$ cat src/rtl/hazard_ctrl.sv
// Stall/bubble controller for the 5-stage MIPS core: Tuse/Tnew scoreboard for E and M,
// plus the multi-cycle mult/div busy counter that holds HI/LO traffic in D.
module hazard_ctrl #(
    parameter int MULT_CYCLES = 5,
    parameter int DIV_CYCLES  = 10,
    parameter int CNT_W       = 4
) (
    input  logic        clk,
    input  logic        reset,
    input  logic [31:0] D_Instr,
    output logic        stall,
    output logic        flush_E,
    output logic        md_start,
    output logic        md_busy
);
    localparam logic [5:0] OP_R   = 6'h00;
    localparam logic [5:0] OP_JAL = 6'h03;
    localparam logic [5:0] OP_BEQ = 6'h04;
    localparam logic [5:0] OP_ORI = 6'h0d;
    localparam logic [5:0] OP_LUI = 6'h0f;
    localparam logic [5:0] OP_LW  = 6'h23;
    localparam logic [5:0] OP_SW  = 6'h2b;

    localparam logic [5:0] FN_JR   = 6'h08;
    localparam logic [5:0] FN_MFHI = 6'h10;
    localparam logic [5:0] FN_MTHI = 6'h11;
    localparam logic [5:0] FN_MFLO = 6'h12;
    localparam logic [5:0] FN_MTLO = 6'h13;
    localparam logic [5:0] FN_MULT = 6'h18;
    localparam logic [5:0] FN_DIV  = 6'h1a;
    localparam logic [5:0] FN_ADDU = 6'h21;
    localparam logic [5:0] FN_SUBU = 6'h23;

    logic [5:0] op, fn;
    logic [4:0] rs, rt, rd;
    logic       unused_shamt;

    assign op = D_Instr[31:26];
    assign rs = D_Instr[25:21];
    assign rt = D_Instr[20:16];
    assign rd = D_Instr[15:11];
    assign fn = D_Instr[5:0];
    assign unused_shamt = ^D_Instr[10:6];

    // D-stage decode
    logic       rs_used, rt_used;
    logic [1:0] rs_tuse, rt_tuse;
    logic [4:0] d_dst;
    logic [1:0] d_tnew;
    logic       d_md_class, d_mult, d_div;

    always_comb begin
        rs_used    = 1'b0;
        rt_used    = 1'b0;
        rs_tuse    = 2'd0;
        rt_tuse    = 2'd0;
        d_dst      = 5'd0;
        d_tnew     = 2'd0;
        d_md_class = 1'b0;
        d_mult     = 1'b0;
        d_div      = 1'b0;
        case (op)
            OP_R: begin
                case (fn)
                    FN_ADDU, FN_SUBU: begin
                        rs_used = 1'b1; rs_tuse = 2'd1;
                        rt_used = 1'b1; rt_tuse = 2'd1;
                        d_dst   = rd;   d_tnew  = 2'd1;
                    end
                    FN_JR: begin
                        rs_used = 1'b1; rs_tuse = 2'd0;
                    end
                    FN_MULT, FN_DIV: begin
                        rs_used    = 1'b1; rs_tuse = 2'd1;
                        rt_used    = 1'b1; rt_tuse = 2'd1;
                        d_md_class = 1'b1;
                        d_mult     = (fn == FN_MULT);
                        d_div      = (fn == FN_DIV);
                    end
                    FN_MFHI, FN_MFLO: begin
                        d_dst      = rt; d_tnew = 2'd1;
                        d_md_class = 1'b1;
                    end
                    FN_MTHI, FN_MTLO: begin
                        rs_used    = 1'b1; rs_tuse = 2'd1;
                        d_md_class = 1'b1;
                    end
                    default: ;
                endcase
            end
            OP_ORI: begin
                rs_used = 1'b1; rs_tuse = 2'd1;
                d_dst   = rt;   d_tnew  = 2'd1;
            end
            OP_LW: begin
                rs_used = 1'b1; rs_tuse = 2'd1;
                d_dst   = rt;   d_tnew  = 2'd2;
            end
            OP_SW: begin
                rs_used = 1'b1; rs_tuse = 2'd1;
                rt_used = 1'b1; rt_tuse = 2'd2;
            end
            OP_BEQ: begin
                rs_used = 1'b1; rs_tuse = 2'd0;
                rt_used = 1'b1; rt_tuse = 2'd0;
            end
            OP_LUI: begin
                d_dst = rt; d_tnew = 2'd1;
            end
            OP_JAL: begin
                d_dst = 5'd31; d_tnew = 2'd0;
            end
            default: ;
        endcase
    end

    // Shadow scoreboard for E and M; W always forwards in time
    logic [4:0]       e_dst, m_dst;
    logic [1:0]       e_tnew, m_tnew;
    logic             e_mult, e_div;
    logic [CNT_W-1:0] md_cnt;

    logic rs_haz, rt_haz, md_haz;

    assign rs_haz = rs_used && (rs != 5'd0) &&
                    (((e_dst == rs) && (e_tnew > rs_tuse)) ||
                     ((m_dst == rs) && (m_tnew > rs_tuse)));
    assign rt_haz = rt_used && (rt != 5'd0) &&
                    (((e_dst == rt) && (e_tnew > rt_tuse)) ||
                     ((m_dst == rt) && (m_tnew > rt_tuse)));

    assign md_start = e_mult | e_div;
    assign md_busy  = md_start | (md_cnt != '0);
    assign md_haz   = d_md_class & md_busy;
    assign stall    = rs_haz | rt_haz | md_haz;
    assign flush_E  = stall;

    always_ff @(posedge clk or posedge reset) begin
        if (reset) begin
            e_dst  <= 5'd0;
            e_tnew <= 2'd0;
            e_mult <= 1'b0;
            e_div  <= 1'b0;
            m_dst  <= 5'd0;
            m_tnew <= 2'd0;
            md_cnt <= '0;
        end else begin
            if (stall) begin
                e_dst  <= 5'd0;
                e_tnew <= 2'd0;
                e_mult <= 1'b0;
                e_div  <= 1'b0;
            end else begin
                e_dst  <= d_dst;
                e_tnew <= d_tnew;
                e_mult <= d_mult;
                e_div  <= d_div;
            end
            // M keeps advancing even while D is held
            m_dst  <= e_dst;
            m_tnew <= (e_tnew != 2'd0) ? e_tnew - 2'd1 : 2'd0;
            if (md_start)
                md_cnt <= e_div ? CNT_W'(DIV_CYCLES) : CNT_W'(MULT_CYCLES);
            else if (md_cnt != '0)
                md_cnt <= md_cnt - CNT_W'(1);
        end
    end
endmodule

$ cat config.mk
export PLATFORM = sky130hd
export DESIGN_NAME = hazard_ctrl
export DESIGN_NICKNAME = d
export VERILOG_FILES = /design/src/rtl/hazard_ctrl.sv
export SDC_FILE = /design/constraint.sdc
export NUM_CORES = 1
export LEC_CHECK = 0
export ABC_AREA = 1
export BUFFER_PORTS_ARGS = -buffer_cell sky130_fd_sc_hd__buf_4
export CAP_MARGIN = 20
export CORE_MARGIN = 4
export CORE_UTILIZATION = 60
export CTS_BUF_LIST = sky130_fd_sc_hd__clkbuf_2
export DETAILED_ROUTE_END_ITERATION = 10
export GPL_TIMING_DRIVEN = 0
export MAX_ROUTING_LAYER = met4
export PLACE_DENSITY = 0.9
export SLEW_MARGIN = 10
export SYNTH_ARGS = -nofsm -noshare
export SYNTH_HDL_FRONTEND = slang
export SYNTH_SLANG_ARGS = --single-unit
export TNS_END_PERCENT = 1
$ cat constraint.sdc
create_clock -name clk -period 2.95 [get_ports clk]
set_input_delay 0.295 -clock clk [delete_from_list [all_inputs] [get_ports clk]]
set_output_delay 0.295 -clock clk [all_outputs]
set_load 0.01 [all_outputs]
==> key figures <==
Clocking
  • Resized Gates After CTS: 0
  • CTS tree: built
  • CTS Buffer Depth: 2
  • Num CTS Buffers: 3
  • CTS Hold Buffers Added: 0
  • CTS sink cnt: 20
  • Worst-skew pair later-pin latency: 0.34 ns
  • Root Buffer: clkbuf_2
  • Clock H-tree levels: 1
  • Setup Buffers After CTS: 0
  • Clock-pin slew of the registers on the worst-case setup and hold paths: 0.19 ns

Cells and area
  • Final instance area: 1890 um2
  • Diodes inserted: 0
  • Share of layout cells above drive strength 1: 24.6%
  • Layout Nets: 293
  • Area Overhead vs Synth: 18.6%

Global routing
  • Busiest grt layer: met2
  • Met2 Use GR: 35.9%
  • First-pass GRT wire length: 5770 um
  • Remaining global-route overflow: 0
  • All-Layer GR Usage: 22.4%
  • Initial antenna violation count: 0
  • Met1 usage: 27.4%
  • Largest net degree at the start of global routing: 21
  • Number of global-route vias before repair: 1,402
  • Met3 Use GR: between 2 and 2.5%

Timing
  • Final WS setup: approximately 0.24 ns
  • Final Hold Vio Count: 0
  • Final setup violation count: 0
  • Tightest Pin Transition: 0.731 ns
  • Final Critical Period: 2.71 ns
  • Hold WS: 0.0484 ns
  • Rel. slew slack: 51.2%
  • Setup TNS: 0 ns
  • Tcrit/Tclk final: 91.8%
  • Clock skew: 0.0152 ns
  • Final Max Tran Viols: 0
  • RSZ-0062 raised after global routing: no
  • Fmax: between 300 and 400 MHz

Synth
  • Cells after Synth: 216
  • Distinct cells, synth: 32
  • Syn Std Cell Area: 1590 um2
  • Top FF cell, synth: dfrtp_1
  • Syn_area_per_cell: ~7.4 um2
  • Number of synthesized flops with an enable pin: 0
  • Seq cells post-synth: 20
  • Mapped Nets: 256
  • Post-synthesis sequential area ratio: between 30% and 40%
  • FFs w/ async S/R, synth: 100%
  • Yosys warning count: 0

Detailed routing
  • Routed vias/inst: 5.35
  • WL per Instance: 12.1 um
  • DRC Markers: 0
  • Drt pass-1 iters: 4
  • Post-Route WL: 3420 um
  • Final ANT Viol Nets: 0
  • DR vias: 1,510
  • Initial DRC Count: 73

Placement
  • Dpl hpwl: 2840 um
  • Pre-CTS setup slack: 0.257 ns
  • GP Congestion: 0.824
  • Post-DP Area: 1870 um2
  • PortBufs: 32

Floorplan
  • Die width: 59.5 um
  • Starting density of the core: 63.6%
  • IO Pins: 38
  • Die area: 3540 um2
  • Core Area: 2500 um2
  • Die Ht: 59.5 um
  • Rows: 18

Power and ir drop
  • Comb pwr share: 36.0%
  • Pwr Total: 0.675 mW
  • Maximum VDD drop: 0.332 mV
  • Pleak: 1.01 nW
  • Flop pwr share: 46.9%
  • P per Cell Area: 358 nW/um2
  • P_sw: 0.233 mW
  • Internal power: between 0.4 and 0.5 mW
  • Switching Share: 34.5%
  • Clock share of power: 17.1%

Worst setup path
  • Req. time, crit path: 2.65 ns
  • Critical Path End Type: output port
  • Kind of critical path: in2out
  • Worst EP arrival: around 2.4 ns
  • Crit Path Max Fanout: 11
  • CP startpoint kind: input port

Job
  • Max_cap viols: 0

Hold path
  • Worst hold path type: in2async

Outcome
  • Outcome: complete, no violations
-- layer usage --
| layer | vias up | wire, um | share of wire (%) |
|---|---|---|---|
| met2 | 47 | 1680 | 49 |
| met1 | 690 | 1520 | 45 |
| met4 | 0 | 42 | 1.2 |
| met3 | 4 | 169 | 4.9 |
| li1 | 769 | - | - |
| met5 | - | 0 | 0 |
-- cell usage after synthesis (2+ instances only) --
library cell	count	share of area (%)
a211oi_1	5	2.4
a21oi_1	7	2.2
dfrtp_1	20	31
ha_1	6	4.7
inv_1	41	9.7
inv_2	2	0.47
nand2_1	30	7.1
nand2_2	2	0.79
nand3_1	16	5.0
nand3b_1	2	0.94
nand4_1	5	2.0
nor2_1	25	5.9
nor2_2	12	4.7
nor2_4	5	3.5
nor3_1	3	0.94
nor4_1	2	0.79
o21ai_0	3	0.94
o22ai_1	2	0.79
o31ai_1	5	2.4
xnor2_1	6	3.3
xor2_1	6	3.3
-- cells in the final DEF (no fill, tap or decap), drive strengths merged --
master and n:
nor2 42, nand4 5, nor3 3, buf 33, ha 6, or2 2
o22ai 2, clkinv 1, a211oi 5, a21oi 7, dfrtp 20, a2bb2oi 1
xnor2 6, o211ai 1, clkbuf 3, nand3 18, o21ai 5, inv 43
nor4 2, xor2 6, a31oi 1, nand2 33, o31ai 5, nand3b 2
-- power groups by stage --
| stage | logic [mW] | clock network, mW | registers, mW |
|---|---|---|---|
| final | 0.243 | 0.115 | 0.316 |
| after global routing | 0.275 | 0.131 | 0.321 |
| after CTS | 0.243 | 0.117 | 0.317 |
| after detailed placement | 0.242 | 0 | 0.322 |
| after global placement | 0.233 | 0 | 0.321 |
| after floorplan | 0.163 | 0 | 0.320 |
-- logic make-up after synthesis --
family	share of synthesized area [%]
buf+inv	10.6
compound gates	10.9
simple gates	35.6
flops	31.5
xor+xnor	6.61
fa+ha+maj	4.72
-- critical path: stages --
cell,delay [ns]
buf_4,0.11
nor2_1,0.16
nand3_1,0.21
a21oi_1,0.31
ha_1,0.28
nand2_1,0.07
o21ai_0,0.08
a21oi_1,0.12
nand3b_1,0.09
nor2_1,0.09
nor2_1,0.06
nor2_2,0.10
nor2_2,0.07
nand2_8,0.14
buf_4,0.12
buf_4,0.10
-- sequential cells by signal, summed over array words and instances (netlist names) --
| name | cells |
|---|---|
| e_mult | 1 |
| e_dst | 5 |
| e_tnew | 2 |
| e_div | 1 |
| md_cnt | 4 |
| m_dst | 5 |
| m_tnew | 2 |
-- final timing paths --
kind	slack, ns	to	cells past startpoint	from
max in group asynchronous	2.43	e_dst[0]	2	reset
hold / removal	0.05	md_cnt[2]	2	reset
setup / recovery	0.24	stall	16	D_Instr[2]
min in group clk	0.18	e_div	3	D_Instr[1]
hold reg to reg	0.44	m_dst[2]	0	e_dst[2]
setup reg to reg	1.21	e_dst[2]	10	m_tnew[1]
-- cell type report --
class                   count  area (um2)
well taps                  30        37.5
flip-flops and latches     20         500
clock inverters             1        3.75
multi-input cells         152         921
fillers                   193         613
plain buffers               1        7.51
repair buffers             32         240
inverters                  43         161
clock buffers               3        15.0
-- per-stage QoR --
step / std cells / util (%)
detailed placement: 278 / 74.7
floorplan: 216 / -
global route: 282 / 75.5
global placement: 278 / 74.7
finish: 282 / 75.5
CTS: 282 / 75.5
Note: power is estimated with default switching activity, not from simulation.
